==> src/rtl/trap_ctrl_if.sv <==
// Boundary bundle between decode/execute, the CSR file and PC logic and the trap sequencer.
// master drives the decode/CSR-side inputs; slave is the sequencer view.
interface trap_ctrl_if;
    localparam int unsigned XLEN = 32;

    logic            instr_valid;
    logic [XLEN-1:0] pc_in;
    logic            ecall;
    logic            mret;
    logic            illegal;
    logic            irq_sw;
    logic            irq_timer;
    logic            irq_ext;
    logic            mstatus_mie;
    logic [XLEN-1:0] mie_in;
    logic [XLEN-1:0] mtvec_in;
    logic [XLEN-1:0] mepc_in;
    logic            flush_ack;

    logic            kill;
    logic            stall;
    logic            flush_req;
    logic            trap_take;
    logic            trap_ret;
    logic [XLEN-1:0] mepc_out;
    logic [XLEN-1:0] mcause_out;
    logic [XLEN-1:0] mip_out;
    logic            redirect_valid;
    logic [XLEN-1:0] redirect_pc;
    logic            drain_timeout;

    modport master (
        output instr_valid, pc_in, ecall, mret, illegal,
        output irq_sw, irq_timer, irq_ext, mstatus_mie, mie_in, mtvec_in, mepc_in, flush_ack,
        input  kill, stall, flush_req, trap_take, trap_ret, mepc_out, mcause_out, mip_out,
        input  redirect_valid, redirect_pc, drain_timeout
    );

    modport slave (
        input  instr_valid, pc_in, ecall, mret, illegal,
        input  irq_sw, irq_timer, irq_ext, mstatus_mie, mie_in, mtvec_in, mepc_in, flush_ack,
        output kill, stall, flush_req, trap_take, trap_ret, mepc_out, mcause_out, mip_out,
        output redirect_valid, redirect_pc, drain_timeout
    );
endinterface

==> src/rtl/trap_ctrl.sv <==
// Machine-mode trap sequencer: detect, drain, then strobe trap entry or mret to the CSR file.
// Optional TRAP_VECTORED_EN: interrupts vector to base + 4*cause when mtvec mode is 01.
module trap_ctrl (
    input  logic       clk,
    input  logic       reset_x,
    trap_ctrl_if.slave bus
);
    localparam int unsigned XLEN      = 32;
    localparam int unsigned CNT_W     = 4;
    localparam int unsigned DRAIN_MAX = 15;

    localparam logic [XLEN-1:0] CAUSE_MSI     = 32'h8000_0003;
    localparam logic [XLEN-1:0] CAUSE_MTI     = 32'h8000_0007;
    localparam logic [XLEN-1:0] CAUSE_MEI     = 32'h8000_000B;
    localparam logic [XLEN-1:0] CAUSE_ILLEGAL = 32'd2;
    localparam logic [XLEN-1:0] CAUSE_ECALL   = 32'd11;

    typedef enum logic [1:0] {
        IDLE   = 2'd0,
        DRAIN  = 2'd1,
        ENTER  = 2'd2,
        RETURN = 2'd3
    } state_e;

    state_e          state_q;
    logic [CNT_W-1:0] cnt_q;
    logic            is_ret_q;
    logic            stall_q;
    logic            flush_req_q;
    logic            trap_take_q;
    logic            trap_ret_q;
    logic            redirect_valid_q;
    logic [XLEN-1:0] redirect_pc_q;
    logic [XLEN-1:0] mepc_q;
    logic [XLEN-1:0] mcause_q;
    logic [XLEN-1:0] mip_q;
    logic            drain_timeout_q;

    logic [XLEN-1:0] mip_d;
    logic [XLEN-1:0] cause_d;
    logic [XLEN-1:0] vec_base;
    logic [XLEN-1:0] vec_target;
    logic            int_p;
    logic            event_c;
    logic            is_ret_d;
    logic            timeout_c;

    // Event detection and cause priority at the instruction boundary.
    always_comb begin
        mip_d      = '0;
        mip_d[3]   = bus.irq_sw;
        mip_d[7]   = bus.irq_timer;
        mip_d[11]  = bus.irq_ext;
        int_p      = bus.mstatus_mie & (|(mip_q & bus.mie_in));
        event_c    = (state_q == IDLE) & bus.instr_valid &
                     (int_p | bus.illegal | bus.ecall | bus.mret);
        is_ret_d   = ~int_p & ~bus.illegal & ~bus.ecall;
        cause_d    = mcause_q;
        if (int_p) begin
            if (mip_q[11] & bus.mie_in[11])     cause_d = CAUSE_MEI;
            else if (mip_q[3] & bus.mie_in[3])  cause_d = CAUSE_MSI;
            else                                cause_d = CAUSE_MTI;
        end else if (bus.illegal) begin
            cause_d = CAUSE_ILLEGAL;
        end else if (bus.ecall) begin
            cause_d = CAUSE_ECALL;
        end
        timeout_c  = (cnt_q == CNT_W'(DRAIN_MAX - 1));
        vec_base   = {bus.mtvec_in[XLEN-1:2], 2'b00};
`ifdef TRAP_VECTORED_EN
        if ((bus.mtvec_in[1:0] == 2'b01) && mcause_q[XLEN-1])
            vec_target = vec_base + XLEN'({mcause_q[3:0], 2'b00});
        else
            vec_target = vec_base;
`else
        vec_target = vec_base;
`endif
    end

    always_ff @(posedge clk) begin
        if (!reset_x) begin
            state_q          <= IDLE;
            cnt_q            <= '0;
            is_ret_q         <= 1'b0;
            stall_q          <= 1'b0;
            flush_req_q      <= 1'b0;
            trap_take_q      <= 1'b0;
            trap_ret_q       <= 1'b0;
            redirect_valid_q <= 1'b0;
            redirect_pc_q    <= '0;
            mepc_q           <= '0;
            mcause_q         <= '0;
            mip_q            <= '0;
            drain_timeout_q  <= 1'b0;
        end else begin
            mip_q            <= mip_d;
            trap_take_q      <= 1'b0;
            trap_ret_q       <= 1'b0;
            redirect_valid_q <= 1'b0;
            case (state_q)
                IDLE: begin
                    if (event_c) begin
                        state_q     <= DRAIN;
                        cnt_q       <= '0;
                        is_ret_q    <= is_ret_d;
                        mepc_q      <= bus.pc_in;
                        mcause_q    <= cause_d;
                        stall_q     <= 1'b1;
                        flush_req_q <= 1'b1;
                    end
                end
                DRAIN: begin
                    cnt_q <= cnt_q + CNT_W'(1);
                    if (bus.flush_ack || timeout_c) begin
                        // ack wins over a coincident timeout, so the flag marks real stalls only
                        if (!bus.flush_ack) drain_timeout_q <= 1'b1;
                        flush_req_q      <= 1'b0;
                        redirect_valid_q <= 1'b1;
                        if (is_ret_q) begin
                            state_q       <= RETURN;
                            trap_ret_q    <= 1'b1;
                            redirect_pc_q <= bus.mepc_in;
                        end else begin
                            state_q       <= ENTER;
                            trap_take_q   <= 1'b1;
                            redirect_pc_q <= vec_target;
                        end
                    end
                end
                ENTER, RETURN: begin
                    state_q <= IDLE;
                    stall_q <= 1'b0;
                end
                default: state_q <= IDLE;
            endcase
        end
    end

    assign bus.kill           = event_c;
    assign bus.stall          = stall_q;
    assign bus.flush_req      = flush_req_q;
    assign bus.trap_take      = trap_take_q;
    assign bus.trap_ret       = trap_ret_q;
    assign bus.mepc_out       = mepc_q;
    assign bus.mcause_out     = mcause_q;
    assign bus.mip_out        = mip_q;
    assign bus.redirect_valid = redirect_valid_q;
    assign bus.redirect_pc    = redirect_pc_q;
    assign bus.drain_timeout  = drain_timeout_q;
endmodule
==> src/flat_wrapper.sv <==
// flat-port wrapper written by rule: the top's interface ports become plain ports
module trap_ctrl_flat 
  (clk, reset_x, bus_instr_valid, bus_pc_in, bus_ecall, bus_mret, bus_illegal, bus_irq_sw, bus_irq_timer, bus_irq_ext, bus_mstatus_mie, bus_mie_in, bus_mtvec_in, bus_mepc_in, bus_flush_ack, bus_kill, bus_stall, bus_flush_req, bus_trap_take, bus_trap_ret, bus_mepc_out, bus_mcause_out, bus_mip_out, bus_redirect_valid, bus_redirect_pc, bus_drain_timeout);
  trap_ctrl_if bus_i ();
  input  logic clk;
  input  logic reset_x;
  input wire logic [$bits(bus_i.instr_valid)-1:0] bus_instr_valid;
  input wire logic [$bits(bus_i.pc_in)-1:0] bus_pc_in;
  input wire logic [$bits(bus_i.ecall)-1:0] bus_ecall;
  input wire logic [$bits(bus_i.mret)-1:0] bus_mret;
  input wire logic [$bits(bus_i.illegal)-1:0] bus_illegal;
  input wire logic [$bits(bus_i.irq_sw)-1:0] bus_irq_sw;
  input wire logic [$bits(bus_i.irq_timer)-1:0] bus_irq_timer;
  input wire logic [$bits(bus_i.irq_ext)-1:0] bus_irq_ext;
  input wire logic [$bits(bus_i.mstatus_mie)-1:0] bus_mstatus_mie;
  input wire logic [$bits(bus_i.mie_in)-1:0] bus_mie_in;
  input wire logic [$bits(bus_i.mtvec_in)-1:0] bus_mtvec_in;
  input wire logic [$bits(bus_i.mepc_in)-1:0] bus_mepc_in;
  input wire logic [$bits(bus_i.flush_ack)-1:0] bus_flush_ack;
  output wire logic [$bits(bus_i.kill)-1:0] bus_kill;
  output wire logic [$bits(bus_i.stall)-1:0] bus_stall;
  output wire logic [$bits(bus_i.flush_req)-1:0] bus_flush_req;
  output wire logic [$bits(bus_i.trap_take)-1:0] bus_trap_take;
  output wire logic [$bits(bus_i.trap_ret)-1:0] bus_trap_ret;
  output wire logic [$bits(bus_i.mepc_out)-1:0] bus_mepc_out;
  output wire logic [$bits(bus_i.mcause_out)-1:0] bus_mcause_out;
  output wire logic [$bits(bus_i.mip_out)-1:0] bus_mip_out;
  output wire logic [$bits(bus_i.redirect_valid)-1:0] bus_redirect_valid;
  output wire logic [$bits(bus_i.redirect_pc)-1:0] bus_redirect_pc;
  output wire logic [$bits(bus_i.drain_timeout)-1:0] bus_drain_timeout;
  assign bus_i.instr_valid = bus_instr_valid;
  assign bus_i.pc_in = bus_pc_in;
  assign bus_i.ecall = bus_ecall;
  assign bus_i.mret = bus_mret;
  assign bus_i.illegal = bus_illegal;
  assign bus_i.irq_sw = bus_irq_sw;
  assign bus_i.irq_timer = bus_irq_timer;
  assign bus_i.irq_ext = bus_irq_ext;
  assign bus_i.mstatus_mie = bus_mstatus_mie;
  assign bus_i.mie_in = bus_mie_in;
  assign bus_i.mtvec_in = bus_mtvec_in;
  assign bus_i.mepc_in = bus_mepc_in;
  assign bus_i.flush_ack = bus_flush_ack;
  assign bus_kill = bus_i.kill;
  assign bus_stall = bus_i.stall;
  assign bus_flush_req = bus_i.flush_req;
  assign bus_trap_take = bus_i.trap_take;
  assign bus_trap_ret = bus_i.trap_ret;
  assign bus_mepc_out = bus_i.mepc_out;
  assign bus_mcause_out = bus_i.mcause_out;
  assign bus_mip_out = bus_i.mip_out;
  assign bus_redirect_valid = bus_i.redirect_valid;
  assign bus_redirect_pc = bus_i.redirect_pc;
  assign bus_drain_timeout = bus_i.drain_timeout;
  trap_ctrl u_core (.clk(clk), .reset_x(reset_x), .bus(bus_i));
endmodule
==> config.mk <==
export PLATFORM = sky130hd
export DESIGN_NAME = trap_ctrl_flat
export DESIGN_NICKNAME = d
export VERILOG_FILES = /design/src/rtl/trap_ctrl_if.sv /design/src/rtl/trap_ctrl.sv /design/src/flat_wrapper.sv
export SDC_FILE = /design/constraint.sdc
export NUM_CORES = 1
export LEC_CHECK = 0
export ABC_AREA = 1
export CAP_MARGIN = 30
export CORE_AREA = 3 3 107 109
export CTS_BUF_LIST = sky130_fd_sc_hd__clkbuf_4 sky130_fd_sc_hd__clkbuf_8
export DETAILED_ROUTE_END_ITERATION = 7
export DIE_AREA = 0 0 110 112
export GPL_ROUTABILITY_DRIVEN = 1
export PLACE_DENSITY_LB_ADDON = 0.05
export SLEW_MARGIN = 10
export SYNTH_ARGS = -nofsm -noshare
export SYNTH_HDL_FRONTEND = slang
export SYNTH_SLANG_ARGS = --single-unit
export TNS_END_PERCENT = 20
==> constraint.sdc <==
create_clock -name clk -period 1.9 [get_ports clk]
set_input_delay 0.38 -clock clk [delete_from_list [all_inputs] [get_ports clk]]
set_output_delay 0.38 -clock clk [all_outputs]
set_load 0.01 [all_outputs]
Word-level counts from Yosys, hierarchy flattened
Cells that the tools add are included.

Register bits after elaboration: 141. Input bits: 139. Output and inout bits: 135. Logic and storage cells: 72.

Add/sub/neg operators: 1. Equal/unequal tests: 6. Muxes and demuxes: 19. Bitwise operators: 15. Reductions and logical operators: 17.

Operator list (count): 32-bit two-way mux (5); 32-bit bitwise AND (1); 32-bit OR reduction (1); 2-bit AND reduction (6); 3-bit AND reduction (4); 4-bit case mux with 2 select lines (1); 1-bit bitwise AND (7); 1-bit two-way mux (6); 2-bit case mux with 3 select lines (1); 4-bit by 1-bit adder with 4-bit output (second input constant) (1); 2-bit == test (second input constant) (2); 4-bit == test (second input constant) (1); 2-bit two-way mux (2); 4-bit two-way mux (1); 1-bit inverter (4); 1-bit case mux with 2 select lines (2); 2-bit nonzero test (2); 3-bit two-way mux (1); 1-bit OR (3); 3-bit nonzero test (1); 2-bit by 1-bit == test with 1-bit output (second input constant) (1); 2-bit logical NOT (1); 2-bit by 1-bit != test with 1-bit output (second input constant) (1); 2-bit != test (second input constant) (1); 2 further kinds (2).

Depth between registers and ports, before layout
Gate-level depths: netlist of the first run.

Depth in word-level cells: 9. Mapped depth: 10.

Worst setup path before layout of the first run
Ideal clock, no wire load.

Kind: register to output. Start: register u_core.mip_q[11], in the netlist u_core.bus.mip_out[11]. End: output port bus_kill. Data arrival time: 0.993 ns. Required time: 1.520 ns. Path slack: 0.527 ns. Stages on the path, launching flop included: 8. Cells stage by stage: dfxtp_1 nand2_1 nand3_1 nand2_1 nand3_1 nand2_2 inv_2 buf_4.

Word-level cells in the longest chain between the ends: 7.

RTL lines: start, declared (line trap_ctrl.sv:36) `logic [XLEN-1:0] mip_q;`; start signal, assigned (line trap_ctrl.sv:96) `mip_q <= mip_d;`; 32-bit bitwise AND (line trap_ctrl.sv:54) `int_p = bus.mstatus_mie & (|(mip_q & bus.mie_in));`; 32-bit OR reduction (line trap_ctrl.sv:54); 1-bit bitwise AND (line trap_ctrl.sv:54); 1-bit OR (3 in a row) (line trap_ctrl.sv:56) `(int_p | bus.illegal | bus.ecall | bus.mret);`; 1-bit bitwise AND (line trap_ctrl.sv:55) `event_c = (state_q == IDLE) & bus.instr_valid &`; end, declared (line flat_wrapper.sv:20) `output wire logic [$bits(bus_i.kill)-1:0] bus_kill;`.

No other way between the ends.

Final worst setup path of the first run
Start: input port bus_mie_in[11]. End: output port bus_kill.

Word-level cells in the longest chain between the ends: 7.

RTL lines: start, declared (line flat_wrapper.sv:16) `input wire logic [$bits(bus_i.mie_in)-1:0] bus_mie_in;`; 32-bit bitwise AND (line trap_ctrl.sv:54); 32-bit OR reduction (line trap_ctrl.sv:54); 1-bit bitwise AND (line trap_ctrl.sv:54); 1-bit OR (3 in a row) (line trap_ctrl.sv:56); 1-bit bitwise AND (line trap_ctrl.sv:55).

No other way between the ends.

==> results of run 1 <==
[how the worst min path moves through the flow]
stage,cells after the start,startpoint,endpoint,slack [ns]
floorplan,2,u_core.cnt_q[3],u_core.cnt_q[3],0.47
detailed placement,2,u_core.bus.drain_timeout,u_core.bus.drain_timeout,0.45
global placement,2,u_core.bus.drain_timeout,u_core.bus.drain_timeout,0.44
CTS,3,reset_x,u_core.bus.redirect_pc[28],0.39
global route,3,reset_x,u_core.bus.redirect_pc[26],0.42
finish,3,reset_x,u_core.bus.redirect_pc[24],0.41
[cell usage in the layout, fill, tap and decap left out]
cell type        synthesis  layout
bufinv_16                0       2
clkinv_1                 1       1
clkbuf_8                 0       9
nand3_1                 11      11
nor2_1                  68      68
clkbuf_2                 0       1
buf_4                   62      13
ha_1                     2       2
dfxtp_1                 85      85
inv_2                    3       3
nand2_2                  2       2
nor3b_4                  1       1
conb_1                   1      56
a21oi_1                  9       9
nand2_1                 87      87
buf_12                   0       2
a211oi_1                 1       1
nor2_4                   2       2
or2_2                    1       1
a31oi_1                 30      30
clkdlybuf4s50_1          0     184
buf_2                    5       1
clkinvlp_4               0       1
clkbuf_4                 0       3
clkinv_2                 0       1
o21ai_1                  9       9
o21ai_0                 64      64
inv_1                   19      19
[power breakdown]
| group | leakage, nW | switching (mW) | internal, mW |
|---|---|---|---|
| combinational | 1.57 | 0.454 | 0.541 |
| clock | 0.111 | 0.631 | 0.784 |
| sequential | 0.698 | 0.0711 | 1.92 |
| total | 2.38 | 1.16 | 3.24 |
[routing by layer]
layer / vias up / part of all wire (%) / GRT usage (%) / wire (µm)
li1: 1811 / - / - / -
met3: 18 / 11 / 5.91 / 1110
met2: 158 / 46 / 26.7 / 4820
met1: 1573 / 42 / 19.6 / 4360
met5: - / 0 / 0 / 0
met4: 0 / 2.0 / 6.90 / 211
[registers in the layout, summed over array words and instances, names as in the netlist]
| name | flops |
|---|---|
| u_core.bus.redirect_valid | 1 |
| u_core.bus.trap_ret | 1 |
| u_core.bus.mcause_out | 5 |
| u_core.bus.stall | 1 |
| u_core.state_q | 2 |
| u_core.bus.flush_req | 1 |
| u_core.bus.mepc_out | 32 |
| u_core.cnt_q | 4 |
| u_core.bus.drain_timeout | 1 |
| u_core.is_ret_q | 1 |
| u_core.bus.trap_take | 1 |
| u_core.bus.mip_out | 3 |
| u_core.bus.redirect_pc | 32 |
[cell families (layout without fill, tap and decap cells)]
kind of cell	after synthesis	after routing	synth area share, %
buffers and inverters	106	240	17.9
AO/OA/AOI/OAI	113	113	16.4
other	1	56	0.102
AND/OR/NAND/NOR	172	172	18.9
flip-flops	85	85	46.1
adder cells (fa/ha/maj)	2	2	0.678
[layout make-up]
type	count	area, µm²	area share [%]
clock buffers	12	146	2.56
well taps	140	175	3.07
inverters	23	86.3	1.51
flip-flops and latches	85	1700	29.8
repair buffers	201	1990	34.8
clock inverters	4	72.6	1.27
multi-input cells	343	1540	26.9
[timing repair]
item                       CTS  global route
setup endpoints to repair    1             1
resized for setup            1             2
pin swaps                    0             0
hold buffers                 0             0
setup buffers                0             0
[per-stage QoR]
step,util [%],setup slack (ns),setup TNS [ns]
2_1_floorplan,-,0.527,0
3_3_place_gp,51.4,-0.248,-0.248
3_5_place_dp,51.4,-0.254,-0.254
4_1_cts,53.4,0.0115,0
5_1_grt,53.4,0.0673,0
6_report,53.4,0.163,0
[critical path, stage by stage]
cell and delay [ns]:
clkdlybuf4s50_1 0.45, nand2_1 0.06, nand3_1 0.08, nand2_1 0.06, nand3_1 0.08, nand2_2 0.06, inv_2 0.06, clkbuf_2 0.12
==> impl_metrics.json, run 1 <==
{
  "synth_warnings": 0,
  "core_area_mm2": 0.0107,
  "start_util_pct": 34.5,
  "n_antenna_cell": 0,
  "required_ns": 1.52,
  "power_leakage_nw": 2.38,
  "num_rows": 38,
  "powerDensity_mw_per_mm2": 771,
  "cts_buffers": 9,
  "clk_pin_slew_worst_paths_ns": 0.08,
  "grt_max_degree": 61,
  "synth.largest_area_cell": "dfxtp_1",
  "ir_drop_uv": 288,
  "post-synth-top-area-fraction_pct": 46.1,
  "cts_max_path_buffers": 2,
  "rsz0062_at_grt": "no",
  "drt_iter0_drc": 153,
  "slew_viol_final": 0,
  "clkSinkCount": 85,
  "synth_area_per_cell_um2": 7.71,
  "hold_class": "in2reg",
  "synthCells": 479,
  "final.min_clock_period_ns": 1.74,
  "ff2ff_path_depth": 9,
  "critPathKind": "in2out",
  "startpoint": "bus_mie_in[11]",
  "ios": 274,
  "grt_pass1_vias": 3451,
  "cts_root_buffer": "clkbuf_8",
  "dpl_cell_area_mm2": 0.00550,
  "synthArstFlopShare_pct": 0,
  "hold_violations": 0,
  "critPathCaptureType": "output pin",
  "instances_no_fill": 808,
  "drc": 0,
  "num-nets-final": 804,
  "r2r-end": "u_core.bus.redirect_pc[22]",
  "synthFlopType": "dfxtp_1",
  "drive_above_1_share_pct": 6.29,
  "ys_seq_area_share_pct": 46.1,
  "final_area_mm2": 0.00571,
  "finalSetupViolCount": 0,
  "max-cap-violations": 0,
  "cts_tree": "yes",
  "synth-edff-count": 0,
  "dp_cells": 792,
  "clock_latency_ns": 0.36,
  "num_vias": 3560,
  "drt_wl_total_um": 10500,
  "synth.most_common_cell": "nand2_1",
  "drtAntennaViolNets": 0,
  "r2r_start": "u_core.cnt_q[0]",
  "yosysUniqueCellTypes": 22,
  "ys_ff_latch": 85,
  "synth_area_mm2": 0.00369,
  "n_fill_cell": 1063,
  "worst_slew_pin_slew_ns": 0.519,
  "die_w_um": 110,
  "grt_overflow": 0,
  "startpoint_type": "input pin",
  "finClkSkew_ns": 0.0114,
  "crit_end": "bus_kill",
  "fin_hold_ws_ns": 0.406,
  "antenna_found_initial": 0,
  "ys_top_cells_by_count": "nand2_1, dfxtp_1, nor2_1",
  "timing.final.crit_share_pct": 91.4,
  "arrival_ns": 1.36,
  "first_pass_iters": 4,
  "io_buffers": 186,
  "outcome": "finished, final reports clean",
  "dieArea_mm2": 0.0123,
  "gp_congestion": 0.776,
  "cts.htree.levels": 3,
  "maxSlewHeadroom_pct": 65.3,
  "dieHeight_um": 112,
  "critPathMaxFanout": 2,
  "dp_hpwl_um": 7770,
  "vias_per_cell": 4.41,
  "reg2reg_slack_ns": 0.35,
  "synthToLayoutAreaGrowth_pct": 54.6,
  "synthTopCellsByArea": "dfxtp_1, buf_4, nand2_1",
  "grt_first_pass_wirelength_um": 16200,
  "max_freq_mhz": 576,
  "grt_usage_pct": 16.5,
  "wl_per_cell_um": 13.0,
  "total_power_mw": 4.40
}
Power figures use the tool's default switching activity.
==> inputs of run 2 (changes only) <==
CORE_AREA = 4 4 108 110   (was 3 3 107 109)
DIE_AREA = 0 0 112 114   (was 0 0 110 112)
==> impl_metrics.json, run 2 (synthesized netlist as in run 1, its figures left out) <==
{
  "p_seq_share_pct": 43.3,
  "n_antenna_cell": 0,
  "ir_drop_uv": 312,
  "hold_class": "in2reg",
  "area.sequential_mm2": 0.00170,
  "synthToLayoutAreaGrowth_pct": 55.8,
  "max-cap-violations": 0,
  "power.internal_mw": 3.41,
  "vias_per_cell": 4.43,
  "grt_pass1_vias": 3286,
  "grt_max_degree": 40,
  "grt_usage_pct": 15.7,
  "final.min_clock_period_ns": 1.77,
  "cts_root_buffer": "clkbuf_8",
  "clk_pin_slew_worst_paths_ns": 0.08,
  "cts.htree.levels": 3,
  "grt_overflow": 0,
  "slew_viol_final": 0,
  "combPwrFrac_pct": 21.9,
  "fin_hold_ws_ns": 0.437,
  "max_freq_mhz": 564,
  "drive_above_1_share_pct": 6.15,
  "num_rows": 38,
  "start_util_pct": 34.5,
  "post-route-util_pct": 53.8,
  "r2r_start": "u_core.cnt_q[0]",
  "drt_wl_total_um": 10700,
  "finalSetupViolCount": 0,
  "n_fill_cell": 1031,
  "final_cell_mix": "clkdlybuf4s50_1, nand2_1, dfxtp_1, nor2_1, o21ai_0",
  "top_layer": "met4",
  "io_buffers": 186,
  "hold_start": "reset_x",
  "drt_iter0_drc": 165,
  "grt_first_pass_wirelength_um": 16200,
  "switchingPower_mw": 1.19,
  "core_area_mm2": 0.0107,
  "critPathCaptureType": "output pin",
  "hold_violations": 0,
  "timing.final.ws_setup_ns": 0.127,
  "multi_input_area_mm2": 0.00154,
  "maxSlewHeadroom_pct": 64.5,
  "cts_tree": "yes",
  "worst_slew_pin_slew_ns": 0.532,
  "dp_hpwl_um": 7910,
  "outcome": "finished, final reports clean",
  "post-place-ws_ns": -0.285,
  "powerDensity_mw_per_mm2": 799,
  "timing.final.crit_share_pct": 93.3,
  "finClkSkew_ns": 0.0113,
  "wl_per_cell_um": 13.3,
  "num_vias": 3574,
  "clock_latency_ns": 0.35,
  "arrival_ns": 1.39,
  "startpoint": "bus_mie_in[3]",
  "drtAntennaViolNets": 0,
  "ios": 274,
  "total_power_mw": 4.60,
  "cts_max_path_buffers": 2,
  "rsz0062_at_grt": "no",
  "cts_setup_buffers": 0,
  "cts_buffers": 9,
  "met3_length_um": 1050,
  "dieHeight_um": 114,
  "reg2reg_slack_ns": 0.35,
  "drc": 0,
  "final_common_cell": "clkdlybuf4s50_1",
  "required_ns": 1.52,
  "num-nets-final": 803,
  "dieArea_mm2": 0.0128,
  "critPathKind": "in2out",
  "p_sw_share_pct": 25.8,
  "antenna_found_initial": 0,
  "dr_wl_met2_um": 4950,
  "first_pass_iters": 4,
  "gp_congestion": 0.806,
  "cts_hold_buf": 0,
  "clkSinkCount": 85,
  "met1_length_um": 4530,
  "power_leakage_nw": 2.39,
  "startpoint_type": "input pin",
  "critPathMaxFanout": 3,
  "die_w_um": 112,
  "clkPwrFrac_pct": 34.8
}
## run 2: cell count changes in the layout (fill, tap and decap cells not counted)
cell / change
clkinv_2: -1
buf_12: +1
clkbuf_4: -3
bufinv_16: +1
buf_4: -2
clkbuf_8: +2
clkinv_4: +1
## run 2: power groups by stage
stage          Clock, mW  Sequential [mW]  Combinational [mW]
2_1_floorplan          0             2.09               0.460
3_3_place_gp           0             2.03                1.01
3_5_place_dp           0             2.03                1.01
4_1_cts             1.64             1.99                1.01
5_1_grt             1.71             2.01                1.10
6_report            1.60             1.99                1.00
## run 2: layer usage
metal | vias up | GRT usage (%)
met4 | 0 | 6.25
met1 | 1590 | 18.6
met5 | - | 0
met3 | 18 | 5.84
li1 | 1811 | -
met2 | 155 | 25.9
## run 2: timing repair
| item | in CTS | in global routing |
|---|---|---|
| resized for setup | 2 | 1 |
| cloned | 0 | 0 |
| endpoints found under the setup margin | 1 | 1 |
## run 2: final timing paths
kind / cells after the start / endpoint
worst max-delay path: 8 / bus_kill
worst min-delay path: 3 / u_core.state_q[1]
worst max register to register: 9 / u_core.bus.redirect_pc[6]
worst min register to register: 2 / u_core.bus.drain_timeout
## run 2: metrics by stage
step | TNS [ns] | cell area, µm² | std cells
after floorplan | 0 | 3900 | 534
after global placement | -0.273 | 5500 | 791
after detailed placement | -0.311 | 5500 | 791
after CTS | 0 | 5760 | 807
after global routing | 0 | 5750 | 807
final | 0 | 5750 | 807
## run 2: worst max-delay path, cell delays in order
cell             delay [ns]
clkdlybuf4s50_1        0.45
nand2_1                0.07
nand3_1                0.09
nand2_1                0.08
nand3_1                0.09
nand2_2                0.06
inv_2                  0.05
clkbuf_2               0.12
## run 2: final cells by class
| cell class | count | area share [%] |
|---|---|---|
| clock buffer | 11 | 2.63 |
| clock inverter | 5 | 1.85 |
| inverter | 23 | 1.50 |
| multi-input combinational | 343 | 26.7 |
| sequential | 85 | 29.6 |
| tap | 140 | 3.04 |
| timing repair buffer | 200 | 34.7 |
